--- src/rtl/vxc_result_collector.sv ---
// vxc_result_collector
// Receiving end of the vector-times-constant datapath. Each chunk_valid strobe
// in COLLECT becomes one registered result-memory write at consecutive word
// addresses. Lanes past the programmed vector length are zeroed, and finish is
// raised once the expected number of chunks has been written.
//
// Optional feature: define VXC_RESULT_CHECKSUM_EN to add a running XOR
// checksum output covering every word written since the last start.
//
// Handshake: there is no back-pressure. start and chunk_valid are one-cycle
// strobes that are sampled on the rising clock edge. A chunk that arrives while
// the collector is not expecting one is dropped and sets the sticky overflow
// flag. A start that arrives during COLLECT is ignored.
module vxc_result_collector #(
    parameter int ELEMENT_WIDTH = 32,
    parameter int NO_OF_UNITS   = 8,
    parameter int ADDR_WIDTH    = 10,
    parameter int BASE_ADDR     = 0
) (
    input  logic                                 clk,
    input  logic                                 reset,
    input  logic                                 start,
    input  logic [31:0]                          total,
    input  logic [ELEMENT_WIDTH*NO_OF_UNITS-1:0] chunk_in,
    input  logic                                 chunk_valid,
    output logic                                 mem_we,
    output logic [ADDR_WIDTH-1:0]                mem_addr,
    output logic [ELEMENT_WIDTH*NO_OF_UNITS-1:0] mem_wdata,
    output logic [31:0]                          chunks_written,
    output logic                                 busy,
    output logic                                 finish,
    output logic                                 overflow,
    output logic [1:0]                           dbg_state
`ifdef VXC_RESULT_CHECKSUM_EN
    ,
    output logic [ELEMENT_WIDTH-1:0]             checksum
`endif
);

    localparam int CHUNK_W = ELEMENT_WIDTH * NO_OF_UNITS;

    typedef enum logic [1:0] {
        IDLE    = 2'd0,
        COLLECT = 2'd1,
        DONE    = 2'd2
    } state_t;

    state_t                 state;
    state_t                 next_state;
    logic [31:0]            total_q;
    logic [31:0]            expected;
    logic [31:0]            total_rounded;
    logic [31:0]            expected_calc;
    logic [63:0]            chunk_base;
    logic [CHUNK_W-1:0]     masked;
    logic                   start_take;
    logic                   accept;
    logic                   stray;
    logic [ADDR_WIDTH-1:0]  base_addr;

    assign base_addr = ADDR_WIDTH'(BASE_ADDR);

    // Chunk count for a new run, computed as a ceiling divide of the element count
    always_comb begin
        total_rounded = total + 32'(NO_OF_UNITS - 1);
        expected_calc = total_rounded / 32'(NO_OF_UNITS);
    end

    // Classify this cycle's strobes: a start that is taken, a chunk that is accepted, or a stray chunk
    always_comb begin
        start_take = start && (state != COLLECT);
        accept     = chunk_valid && (state == COLLECT) && (chunks_written < expected);
        stray      = chunk_valid && !accept && !start_take;
    end

    // Zero every lane whose global element index lies past the programmed total (lane 0 is the MSBs)
    always_comb begin
        masked     = chunk_in;
        chunk_base = 64'(chunks_written) * 64'(NO_OF_UNITS);
        for (int lane = 0; lane < NO_OF_UNITS; lane++) begin
            if ((chunk_base + 64'(lane)) >= {32'd0, total_q}) begin
                masked[(NO_OF_UNITS-1-lane)*ELEMENT_WIDTH +: ELEMENT_WIDTH] = '0;
            end
        end
    end

    // FSM state register
    always_ff @(posedge clk) begin
        if (reset) begin
            state <= IDLE;
        end else begin
            state <= next_state;
        end
    end

    // FSM next state: leave COLLECT only after the final write has been issued
    always_comb begin
        next_state = state;
        case (state)
            IDLE, DONE: begin
                if (start) begin
                    next_state = (expected_calc == 32'd0) ? DONE : COLLECT;
                end
            end
            COLLECT: begin
                if (mem_we && (chunks_written == expected)) begin
                    next_state = DONE;
                end
            end
            default: next_state = IDLE;
        endcase
    end

    // FSM outputs, decoded from the state register only
    always_comb begin
        busy      = (state == COLLECT);
        finish    = (state == DONE);
        dbg_state = state;
    end

    // Write port, chunk counter and run parameters; a start clears the run, an accepted chunk issues one write
    always_ff @(posedge clk) begin
        if (reset) begin
            mem_we         <= 1'b0;
            mem_addr       <= '0;
            mem_wdata      <= '0;
            chunks_written <= '0;
            overflow       <= 1'b0;
            total_q        <= '0;
            expected       <= '0;
        end else begin
            mem_we <= 1'b0;
            if (start_take) begin
                total_q        <= total;
                expected       <= expected_calc;
                chunks_written <= '0;
                overflow       <= 1'b0;
            end else begin
                if (accept) begin
                    mem_we         <= 1'b1;
                    mem_addr       <= base_addr + chunks_written[ADDR_WIDTH-1:0];
                    mem_wdata      <= masked;
                    chunks_written <= chunks_written + 32'd1;
                end
                if (stray) begin
                    overflow <= 1'b1;
                end
            end
        end
    end

`ifdef VXC_RESULT_CHECKSUM_EN
    logic [ELEMENT_WIDTH-1:0] word_xor;

    // XOR-fold the lanes of the word currently being written
    always_comb begin
        word_xor = '0;
        for (int lane = 0; lane < NO_OF_UNITS; lane++) begin
            word_xor = word_xor ^ mem_wdata[lane*ELEMENT_WIDTH +: ELEMENT_WIDTH];
        end
    end

    // Running checksum: fold in each written word; cleared when a new run starts
    always_ff @(posedge clk) begin
        if (reset) begin
            checksum <= '0;
        end else if (start_take) begin
            checksum <= '0;
        end else if (mem_we) begin
            checksum <= checksum ^ word_xor;
        end
    end
`endif

endmodule

--- config.mk ---
export PLATFORM = sky130hd
export DESIGN_NAME = vxc_result_collector
export DESIGN_NICKNAME = d
export VERILOG_FILES = /design/src/rtl/vxc_result_collector.sv
export SDC_FILE = /design/constraint.sdc
export NUM_CORES = 1
export LEC_CHECK = 0
export ABC_CLOCK_PERIOD_IN_PS = 5800
export BUFFER_PORTS_ARGS = -buffer_cell sky130_fd_sc_hd__buf_2
export CORE_AREA = 2 2 231 233
export DETAILED_ROUTE_END_ITERATION = 10
export DIE_AREA = 0 0 233 235
export HOLD_SLACK_MARGIN = 0.15
export MAX_ROUTING_LAYER = met4
export SETUP_SLACK_MARGIN = 0.3
export SLEW_MARGIN = 20
export SYNTH_ARGS = -nofsm -noshare
export SYNTH_HDL_FRONTEND = slang
export SYNTH_SLANG_ARGS = --single-unit
--- constraint.sdc ---
create_clock -name clk -period 5.8 [get_ports clk]
set_input_delay 1.45 -clock clk [delete_from_list [all_inputs] [get_ports clk]]
set_output_delay 1.45 -clock clk [all_outputs]
set_load 0.02 [all_outputs]
==> flow_summary.ini <==
[drt]
wl_met3_mm = 8.45
wirelength_met1_mm = 25.4
ant_nets = 0
drt-pass1-iter-count = 5
wl_met2_mm = 26.9
top_layer_used = met4
detail_route.wirelength_mm = 62.4
vias_per_cell = 4.99
drtIter0Drc = 1035
vias = 13600
drc = 0
routedWlPerCell_um = 22.9

[sta]
slew_violations = 0
hold_viol = 0
tns_ps = 0
period_minus_slack_ps = 4190
tightest_slew_ps = 1060
setup_viol = 0
fin_crit_sh_pct = 72.3
fin_skew_ps = 19.6
hold_slack_ps = 449
max_freq_ghz = 0.238
rsz0062_at_grt = false
max_slew_margin_pct = 27.6

[power_and_ir_drop]
power_density_nw_per_um2 = 321
p_leak_nw = 9.10
ir_drop_v = 0.000170

[die]
fp.dieH_um = 235
core_area_um2 = 52200
rows = 84
dieArea_um2 = 54800
initial_utilization_pct = 27.5
fp.dieW_um = 233
pin_count = 596

[clocking]
postCtsHoldBufs = 0
cts.clk_slew.worst_paths_ps = 60
cts_num_sinks = 363
cts_buffers = 42
cts_resized = 0
clkLatencyLatePin_ps = 570
cts_htree_levels = 2
cts_tree = yes
cts_buffer_depth = 3
postCtsSetupRepairBufs = 0
ctsRootBufferMaster = clkbuf_16

[final_layout]
fin_nets = 2354
syn2layout_area_growth_pct = 35.5
fin_area_um2 = 19500
drive_above_1_share_pct = 34.7

[global_route]
grt_max_degree = 118
gr-usage-all-layers_pct = 22.3
grt-ovfl-total = 0
grt_pass1_vias = 12600
grt_pass1_wl_mm = 86.6
antenna_found_initial = 11

[outcome]
outcome = complete, no violations

[yosys]
seq_area_frac_synth_pct = 50.5
synth_cells = 1442
ys_seq_elements = 363
synth_area_per_cell_um2 = 9.98
synthesis.nets = 1794
synth_edf_count = 0
synthArstFlopShare_pct = 0
yosysWarnings = 0
synth_flop_cell = dfxtp_1
ys_types = 64
synth_area_um2 = 14400

[run]
cap_violations = 0

[worst_setup_path]
path_class = flop to flop
cp.required_ps = 6300
startpoint_type = flop
critPathCaptureType = flop
path_max_fanout = 114
critPathArrivalTime_ps = 4690

[placed_design]
post-dp-hpwl_mm = 49.3
port_buffers = 595
placed_area_um2 = 18100
place_congestion = 0.915

[min_path]
hold_class = flop to flop
==> flip-flops by register name, indices dropped and copies added, names as in the netlist <==
register / count
chunks_written: 32
dbg_state: 2
expected: 29
mem_addr: 10
mem_wdata: 256
mem_we: 1
overflow: 1
total_q: 32
==> worst max-delay path, stage by stage, from the launching register on <==
cell and delay (ps):
dfxtp_1 430, ha_1 360, nand4_1 160, nor4_1 560, o21ai_0 280, o2111ai_1 430, a211oi_1 350, nor2_4 680
buf_12 440, a22o_1 240
==> cells in the mapped netlist (20+ instances only) <==
master	instances	area share, %
ha_1	60	5.2
nand2_1	129	3.4
a211oi_1	28	1.5
nand4_1	29	1.3
inv_1	79	2.1
a21o_1	20	1.0
nor2_1	52	1.4
clkbuf_1	66	1.7
a22o_1	256	16
buf_2	27	0.94
nand3_1	25	0.87
a21oi_1	93	3.2
dfxtp_1	363	50
==> stage by stage <==
step | std cells | total power [W] | setup slack (ps) | utilization, %
6_report | 2731 | 0.00626 | 1610 | 37.3
5_1_grt | 2729 | 0.00651 | 1420 | 37.3
4_1_cts | 2722 | 0.00633 | 1700 | 37.3
3_5_place_dp | 2646 | 0.00357 | 1700 | 34.6
3_3_place_gp | 2646 | 0.00355 | 1720 | 34.6
2_1_floorplan | 1442 | 0.00319 | 2250 | -
==> per-layer routing <==
layer | global-route usage, % | vias to the layer above
li1 | - | 6481
met1 | 26.6 | 6478
met2 | 32.3 | 574
met3 | 11.6 | 90
met4 | 6.50 | 0
met5 | - | -
==> final timing paths <==
| path | startpoint | to | cells past startpoint | slack (ps) |
|---|---|---|---|---|
| hold reg to reg | mem_addr[7] | mem_addr[7] | 2 | 450 |
| hold / removal | mem_addr[7] | mem_addr[7] | 2 | 450 |
| setup / recovery | chunks_written[14] | mem_wdata[28] | 9 | 1610 |
| setup reg to reg | chunks_written[14] | mem_wdata[28] | 9 | 1610 |
==> final cells by class <==
cell class	count	area (µm²)
antenna	9	22.5
clock buffer	53	1110
clock inverter	23	299
fill	5282	32700
inverter	79	297
multi-input combinational	903	6500
sequential	363	7270
tap	688	861
timing repair buffer	613	3140
==> kinds of logic after synthesis <==
| logic type | Yosys count | synth area share [%] |
|---|---|---|
| multiplexers | 2 | 0.139 |
| AO/OA/AOI/OAI | 468 | 25.0 |
| AND/OR/NAND/NOR | 342 | 12.4 |
| adder cells (fa/ha/maj) | 60 | 5.22 |
| buffers and inverters | 176 | 4.86 |
| flip-flops | 363 | 50.5 |
| XOR/XNOR | 31 | 1.89 |
==> placed cells by master (no fill, tap or decap), types with 28 or more instances in the layout <==
cell type / n
nor2_1: 51
a211oi_1: 28
a21oi_1: 93
ha_1: 60
buf_2: 595
dfxtp_1: 363
a22o_1: 256
nand4_1: 29
nand2_1: 129
inv_1: 79
clkbuf_16: 42
==> power by group <==
part	switching [W]	total [W]	internal, W
registers	0.0000787	0.00271	0.00263
clock network	0.00110	0.00274	0.00164
logic	0.000523	0.000814	0.000291
Note: power is estimated with default switching activity, not from simulation.
